`src/rtl/rx_cic_decim_pkg.sv`:
```
`default_nettype none
// +----------------------------------------------------------------------+
// | rx_cic_pkg : shared constants and helpers for the receive CIC        |
// | Revision   : 1.0                                                      |
// +----------------------------------------------------------------------+
package rx_cic_pkg;

    localparam int ERR_OVF = 0;
    localparam int ERR_IN  = 1;

    // Bit growth of an N-stage, M=1 CIC is N*log2(R) on top of the input width.
    function automatic int acc_width(input int in_w, input int stages, input int rate);
        return in_w + stages * $clog2(rate);
    endfunction

    function automatic logic [63:0] round_const(input int acc_w, input int out_w);
        return 64'd1 << (acc_w - out_w - 1);
    endfunction

endpackage
`default_nettype wire

```
`src/rtl/rx_cic_decim_comb_stage.sv`:
```
`default_nettype none
// +----------------------------------------------------------------------+
// | cic_comb_stage : registered differentiator with valid/error tags     |
// | Revision       : 1.0                                                  |
// +----------------------------------------------------------------------+
module cic_comb_stage #(
    parameter int W = 44
) (
    input  logic         clk,
    input  logic         reset,
    input  logic         clken,
    input  logic [W-1:0] in_data,
    input  logic         in_valid,
    input  logic         in_err,
    output logic [W-1:0] out_data,
    output logic         out_valid,
    output logic         out_err
);

    logic [W-1:0] r_prev;
    logic [W-1:0] r_out;
    logic         r_vld;
    logic         r_err;

    // The tag shifts on every enabled cycle; data and delay only move on valid.
    always_ff @(posedge clk) begin
        if (reset) begin
            r_prev <= '0;
            r_out  <= '0;
            r_vld  <= 1'b0;
            r_err  <= 1'b0;
        end else if (clken) begin
            r_vld <= in_valid;
            if (in_valid) begin
                r_prev <= in_data;
                r_out  <= in_data - r_prev;
                r_err  <= in_err;
            end
        end
    end

    assign out_data  = r_out;
    assign out_valid = r_vld;
    assign out_err   = r_err;

endmodule
`default_nettype wire

```
`src/rtl/rx_cic_decim.sv`:
```
`default_nettype none
// +----------------------------------------------------------------------+
// | rx_cic_decim : receive CIC decimator with Avalon-ST source output    |
// | Revision     : 1.0                                                    |
// +----------------------------------------------------------------------+
module rx_cic_decim
    import rx_cic_pkg::*;
#(
    parameter int   IN_W       = 14,
    parameter int   OUT_W      = 16,
    parameter int   STAGES     = 5,
    parameter int   RATE       = 64,
    parameter int   ACC_W      = acc_width(IN_W, STAGES, RATE),
    parameter logic CHANNEL_ID = 1'b0
) (
    input  logic             clk,
    input  logic             reset,
    input  logic             clken,
    input  logic [IN_W-1:0]  in_data,
    input  logic             in_valid,
    input  logic [1:0]       in_error,
    output logic             in_ready,
    output logic [OUT_W-1:0] out_data,
    output logic             out_valid,
    input  logic             out_ready,
    output logic [1:0]       out_error,
    output logic             out_startofpacket,
    output logic             out_endofpacket,
    output logic             out_channel
);

    localparam int               CNT_W   = $clog2(RATE);
    localparam logic [ACC_W-1:0] ROUND   = ACC_W'(round_const(ACC_W, OUT_W));
    localparam logic [OUT_W-1:0] SAT_MAX = {1'b0, {(OUT_W-1){1'b1}}};

    // Front end, decimation counter and integrator cascade
    logic             r_in_ready;
    logic [CNT_W-1:0] r_cnt;
    logic             r_win_err;
    logic [ACC_W-1:0] r_integ [STAGES+1];
    logic [STAGES:0]  r_vld;
    logic [STAGES:0]  r_dec;
    logic [STAGES:0]  r_err;

    logic             w_accept;
    logic             w_decim;
    logic             w_in_bad;
    logic [ACC_W-1:0] w_in_ext;

    assign w_accept = in_valid & clken & r_in_ready;
    assign w_decim  = w_accept & (r_cnt == CNT_W'(RATE - 1));
    assign w_in_bad = |in_error;
    assign w_in_ext = {{(ACC_W-IN_W){in_data[IN_W-1]}}, in_data};

    // Stage 0 is the input capture register; stages 1..STAGES are integrators.
    always_ff @(posedge clk) begin
        if (reset) begin
            r_in_ready <= 1'b0;
            r_cnt      <= '0;
            r_win_err  <= 1'b0;
            r_vld      <= '0;
            r_dec      <= '0;
            r_err      <= '0;
            for (int k = 0; k <= STAGES; k++) begin
                r_integ[k] <= '0;
            end
        end else begin
            r_in_ready <= 1'b1;
            if (clken) begin
                r_vld[0] <= w_accept;
                r_dec[0] <= w_decim;
                r_err[0] <= w_decim & (r_win_err | w_in_bad);
                if (w_accept) begin
                    r_integ[0] <= w_in_ext;
                    r_cnt      <= r_cnt + CNT_W'(1);
                    r_win_err  <= ~w_decim & (r_win_err | w_in_bad);
                end
                for (int k = 1; k <= STAGES; k++) begin
                    r_vld[k] <= r_vld[k-1];
                    r_dec[k] <= r_dec[k-1];
                    r_err[k] <= r_err[k-1];
                    if (r_vld[k-1]) begin
                        r_integ[k] <= r_integ[k] + r_integ[k-1];
                    end
                end
            end
        end
    end

    // Comb cascade runs at the decimated rate: only decimate-tagged data enters.
    logic [ACC_W-1:0] w_comb_data [STAGES+1];
    logic             w_comb_vld  [STAGES+1];
    logic             w_comb_err  [STAGES+1];

    assign w_comb_data[0] = r_integ[STAGES];
    assign w_comb_vld[0]  = r_vld[STAGES] & r_dec[STAGES];
    assign w_comb_err[0]  = r_err[STAGES];

    generate
        for (genvar g = 0; g < STAGES; g++) begin : g_comb
            cic_comb_stage #(
                .W (ACC_W)
            ) u_comb (
                .clk       (clk),
                .reset     (reset),
                .clken     (clken),
                .in_data   (w_comb_data[g]),
                .in_valid  (w_comb_vld[g]),
                .in_err    (w_comb_err[g]),
                .out_data  (w_comb_data[g+1]),
                .out_valid (w_comb_vld[g+1]),
                .out_err   (w_comb_err[g+1])
            );
        end
    endgenerate

    // Round half-up; only a positive value can carry into the sign bit.
    logic [ACC_W-1:0] w_last;
    logic [ACC_W-1:0] w_sum;
    logic             w_sat;
    logic [OUT_W-1:0] w_round;
    logic             w_round_unused;

    assign w_last         = w_comb_data[STAGES];
    assign w_sum          = w_last + ROUND;
    assign w_sat          = ~w_last[ACC_W-1] & w_sum[ACC_W-1];
    assign w_round        = w_sat ? SAT_MAX : w_sum[ACC_W-1 -: OUT_W];
    assign w_round_unused = ^w_sum[ACC_W-OUT_W-1:0];

    logic [OUT_W-1:0] r_res_data;
    logic             r_res_vld;
    logic             r_res_err;

    always_ff @(posedge clk) begin
        if (reset) begin
            r_res_data <= '0;
            r_res_vld  <= 1'b0;
            r_res_err  <= 1'b0;
        end else if (clken) begin
            r_res_vld <= w_comb_vld[STAGES];
            if (w_comb_vld[STAGES]) begin
                r_res_data <= w_round;
                r_res_err  <= w_comb_err[STAGES];
            end
        end
    end

    // Output holding register. A pending result is consumed on an enabled
    // cycle so each one is either loaded or dropped exactly once.
    logic [OUT_W-1:0] r_out_data;
    logic             r_out_vld;
    logic [1:0]       r_out_err;
    logic             r_ovf;
    logic             w_load;
    logic             w_drop;
    logic [1:0]       w_load_err;

    assign w_load = r_res_vld & clken & (~r_out_vld | out_ready);
    assign w_drop = r_res_vld & clken & r_out_vld & ~out_ready;

    always_comb begin
        w_load_err          = '0;
        w_load_err[ERR_OVF] = r_ovf;
        w_load_err[ERR_IN]  = r_res_err;
    end

    always_ff @(posedge clk) begin
        if (reset) begin
            r_out_data <= '0;
            r_out_vld  <= 1'b0;
            r_out_err  <= '0;
            r_ovf      <= 1'b0;
        end else if (w_load) begin
            r_out_data <= r_res_data;
            r_out_err  <= w_load_err;
            r_out_vld  <= 1'b1;
            r_ovf      <= 1'b0;
        end else begin
            if (r_out_vld & out_ready) begin
                r_out_vld <= 1'b0;
            end
            if (w_drop) begin
                r_ovf <= 1'b1;
            end
        end
    end

    assign in_ready          = r_in_ready;
    assign out_data          = r_out_data;
    assign out_valid         = r_out_vld;
    assign out_error         = r_out_err;
    assign out_startofpacket = r_out_vld;
    assign out_endofpacket   = r_out_vld;
    assign out_channel       = CHANNEL_ID;

endmodule
`default_nettype wire

```
`config.mk`:
```
export PLATFORM = sky130hd
export DESIGN_NAME = rx_cic_decim
export DESIGN_NICKNAME = d
export VERILOG_FILES = /design/src/rtl/rx_cic_decim_pkg.sv /design/src/rtl/rx_cic_decim_comb_stage.sv /design/src/rtl/rx_cic_decim.sv
export SDC_FILE = /design/constraint.sdc
export NUM_CORES = 2
export LEC_CHECK = 0
export BUFFER_PORTS_ARGS = -buffer_cell sky130_fd_sc_hd__buf_4
export CAP_MARGIN = 20
export CORE_AREA = 2 2 256 322
export CTS_BUF_LIST = sky130_fd_sc_hd__clkbuf_8 sky130_fd_sc_hd__clkbuf_16
export CTS_CLUSTER_SIZE = 16
export DETAILED_ROUTE_END_ITERATION = 12
export DIE_AREA = 0 0 258 324
export HOLD_SLACK_MARGIN = 0.1
export PLACE_DENSITY = 0.75
export RECOVER_POWER = 50
export SETUP_SLACK_MARGIN = 0.05
export SLEW_MARGIN = 40
export SYNTH_ARGS = -nofsm -noshare
export SYNTH_HDL_FRONTEND = slang
export SYNTH_SLANG_ARGS = --single-unit
```
`constraint.sdc`:
```
create_clock -name clk -period 4.1 [get_ports clk]
set_input_delay 0 -clock clk [delete_from_list [all_inputs] [get_ports clk]]
set_output_delay 0 -clock clk [all_outputs]
set_load 0.02 [all_outputs]
```
### Yosys cells after proc, flatten, opt, wreduce, memory -nomap -nowiden

Memory sizes are Yosys's and may differ from the RTL's.
Index checks and enable logic that the tools add are counted.

* $add $sub $neg: 12
* eq/ne operators: 1
* mux-type cells: 36
* bitwise operators: 24
* reductions and logical operators: 10

Operators by type and width (number)
* 44-bit two-way mux: 6
* 44-bit adder: 5
* 44-bit subtractor: 5
* 44-bit by 28-bit adder with 44-bit output, second input constant: 1
* 1-bit two-way mux: 29
* 16-bit two-way mux: 1
* 2-bit AND reduction: 7
* 1-bit AND: 12
* 1-bit bitwise OR: 8
* 6-bit by 1-bit adder with 6-bit output, second input constant: 1
* 6-bit == test, second input constant: 1
* 1-bit NOT: 4
* 2-bit OR reduction: 2
* 2-bit nonzero test: 1

* memory bits (writable): 264
* word-level logic and storage cells: 117
* flip-flop bits (word level): 514
* bits of input ports: 21
* memories kept: 1

Memory list
* r_integ: depth 6, width 44, read ports 6, clocked after memory_dff 0, write ports 6, line rx_cic_decim.sv:40 `logic [ACC_W-1:0] r_integ [STAGES+1];`

### Depth between registers and ports, before layout

* depth after elaboration: 7
* gate-level depth with buffers: 14
* depth with buffers taken out: 14

### Modules after synthesis

Synthesis repeated with hierarchy kept, for this count alone.

* cells, all modules: 6321
* area, all modules: 50617.3 um^2

Modules (own cells, without submodules)
* cic_comb_stage: area an instance 5691.7 um^2, instances 5, sequential area each 1801.7 um^2, cells an instance 770
* rx_cic_decim: area an instance 22158.8 um^2, instances 1, sequential area each 8308.0 um^2, cells an instance 2471

### Worst setup path after synthesis

Ideal clock, no wire load.

* path kind: reg-to-reg
* start: mem r_integ[2][0] (netlist bit)
* end: mem r_integ[2][36] (netlist bit), data pin
* period minus slack after synthesis: 3.521 ns
* path buffers: 0
* setup time: 0.268 ns
* path slack: 0.579 ns
* cell stages (with the launch flop): 13
* arrival: 3.253 ns
* cells stage by stage: edfxtp_1 -> ha_1 -> fa_1 -> a211oi_2 -> o21bai_1 -> o211ai_2 -> nand3_2 -> a2111o_1 -> a311o_1 -> a311o_1 -> and3b_1 -> nor3_1 -> nor3_2

RTL lines (line)
* start, declared: rx_cic_decim.sv:40

==> impl_results.md <==
- Crit path DAT: 4210 ps
- Ys async rst share: 0%
- Setup Viol. Count Final: 0
- Worst path max stage delay: 450 ps
- Residual DRC: 0
- CTS Buf Count: 77
- Critical Path Sink Type: register
- Unrepaired setup endpoints after global routing: false
- Nets: 6,331
- Yosys cell types: 84
- Status: finished, violations left
- Failing checks: max-capacitance violations, max-slew violations
- DRT Wirelength: 119,000 um
- Final period util: 93.7%
- Worst path cell trace: ha_1 -> fa_1 -> a211oi_2 -> o21bai_1 -> o211ai_2 -> nand3_2 -> a2111o_1 -> a311o_1 -> a311o_1 -> and3b_1 -> nor3_1 -> nor3_2
- Highest clock rate: 260 MHz
- Syn Area/Cell: 8.03 um^2
- Global-route wire length before repair: 194,000 um
- Final hold viol count: 0
- Final Max Tran Viols: 166
- Chip height: 324 um
- Critical path launch point: r_integ[2][0]
- Antenna diodes: 0
- Clk sinks: 721
- Hpwl dp: 88,500 um
- Die ar.: 83,600 um^2
- RePlAce Congestion: 0.933
- Worst hold path type: in -> reg
- Hold Path Origin: in_data[5]
- Global Route met3 Usage: 2.44%
- Site Rows: 117
- GRT Total Usage: 27.9%
- Port Buffers: 42
- Post-CTS Setup Bufs: 0
- Busiest grt layer: met2
- Met2 Track Usage GR: 51.9%
- Most frequent CP cell: a311o_1
- Io pins: 44
- Max IR drop VDD: 0.331 mV
- Post-synth EDFFs: 234
- CTS root buf: clkbuf_16
- Sequential area share after synthesis: 35.0%
- Grt ovf: 0
- Initial Util: 59.4%
- Syn_nets: 6,431
- Vias per inst: 5.90
- Max Cap Viol: 4
- Synth Flop Type: dfxtp_1
- Vias in the first global route: 39,200
- Post-Syn Instances: 5,970
- Rel. slew slack: -21.2%
- Clk_lat worst skew: 650 ps
- Seq cells post-synth: 721
- Pleak: 21.5 nW
- Tmin final: 3840 ps
- DRC marker count from the first detailed-route iteration: 2,538
- CP Class: reg -> reg
- Largest net degree at the start of global routing: 177
- Biggest fanout along the worst timing path: 4
- CTS tree: done
- CTS HTree Levels: 3
- Hold Slack: 201 ps
- Power Density: 317 nW/um^2
- CP startpoint kind: register
- Routed Antenna Nets: 0
- Initial antenna violation count: 1
- Syn-to-layout area delta: 7.76%
- Core Region: 80,700 um^2
- CP max stage cell: a2111o_1
- Yosys warning count: 0
- DR vias: 41,300
- CP required: 4470 ps
- Clock Skews: 17.8 ps
- Grt met1 use: 32.2%
- Worst-Margin Slew: 1820 ps
- Average wire per standard cell: 17.0 um
- Syn Std Cell Area: 47,900 um^2
- Longest Clk Path Bufs: 3
- Die width: 258 um
- Clk slew on worst S/H paths: 60 ps
- Layout cells sized above 1: 3.88%
- Reg2reg start: r_integ[2][0]
- Fin Setup TNS: 0 ps
- DRT Pass-1 Iters: 5
-- sequential cells by signal, summed over array words and instances, names as in the netlist --
name	cells
out_endofpacket	1
g_comb.u_comb.out_data	193
out_data	16
g_comb.u_comb.out_err	5
r_res_err	1
r_ovf	1
r_integ	234
out_error	2
r_res_vld	1
in_ready	1
g_comb.u_comb.out_valid	5
r_res_data	16
r_dec	6
r_win_err	1
g_comb.u_comb.r_prev	220
r_cnt	6
r_vld	6
r_err	6
-- synth_stat cells (77+ instances only) --
library cell | instances | area share [%]
edfxtp_1 | 234 | 15
nor3_1 | 104 | 1.1
nand3_1 | 143 | 1.5
nor2_1 | 415 | 3.2
xnor2_1 | 221 | 4.0
clkbuf_1 | 249 | 1.9
o21ai_0 | 224 | 2.3
xor2_1 | 115 | 2.1
nand4_1 | 77 | 1.0
inv_1 | 333 | 2.6
dfxtp_1 | 487 | 20
a21o_1 | 287 | 4.5
ha_1 | 431 | 11
a21oi_1 | 816 | 8.5
nand2_1 | 998 | 7.8
o21bai_1 | 84 | 1.3
-- final timing paths --
path	end	slack, ps	depth (start not counted)
worst max-delay path	r_integ[2][36]	260	12
worst min-delay path	r_integ[0][5]	200	3
worst max register to register	r_integ[2][36]	260	12
worst min register to register	out_data[1]	450	2
-- where the power goes --
| group | leakage [nW] | internal [mW] | switching (mW) |
|---|---|---|---|
| registers | 6.35 | 7.46 | 0.111 |
| clock network | 1.37 | 4.24 | 3.08 |
| logic | 13.7 | 0.573 | 0.902 |
-- kinds of logic after synthesis --
family                     count (synthesis)  synth area share (%)
and+or+nand+nor                         2030                  18.7
AOI/OAI and AO/OA                       1806                  23.2
DFF                                      721                  35.0
buffers and inverters                    613                  4.82
adders and majority gates                440                  11.6
xor gates and xnor gates                 336                  6.14
muxes                                     23                 0.480
other                                      1               0.00782
-- routing by layer --
layer	vias up	part of all wire (%)
li1	20900	-
met1	19400	41
met2	773	51
met3	277	2.9
met4	2	4.8
met5	-	0.011
-- cell type report --
| class | count | area [um^2] |
|---|---|---|
| fillers | 7126 | 29000 |
| well taps | 1071 | 1340 |
| repair buffers | 101 | 732 |
| flip-flops and latches | 721 | 16800 |
| clock inverters | 52 | 551 |
| multi-input cells | 4636 | 28900 |
| inverters | 333 | 1250 |
| clock buffers | 90 | 2120 |
-- cell usage in the layout (no fill, tap or decap), types with 221 or more instances in the layout --
cell type / Yosys / routed
nand2_1: 998 / 993
a21oi_1: 816 / 816
dfxtp_1: 487 / 487
ha_1: 431 / 431
nor2_1: 415 / 412
inv_1: 333 / 345
a21o_1: 287 / 287
edfxtp_1: 234 / 234
o21ai_0: 224 / 224
xnor2_1: 221 / 221
-- timing repair --
action                                 CTS  global route
resized for setup                        0             2
hold buffers                            21             0
setup endpoints to repair                0             3
endpoints found under the hold margin  131             0
-- worst max-delay path, delay by kind of cell, from the launching register on --
kind | cells | cell delay (ps)
AO/OA/AOI/OAI | 6 | 1900
adder cells (fa/ha/maj) | 2 | 670
flip-flops | 1 | 410
AND/OR/NAND/NOR | 4 | 550
-- per-stage QoR --
stage	area, um^2	utilization (%)	setup slack (ps)	cells	total power [mW]
finish	51700	64.0	260	7004	16.4
detailed placement	48900	60.6	256	6841	9.16
floorplan	47900	-	579	5970	8.80
CTS	51800	64.2	240	7004	16.5
global placement	48900	60.6	225	6841	9.14
global route	51700	64.0	44.8	7004	16.9
Power figures use the tool's default switching activity.
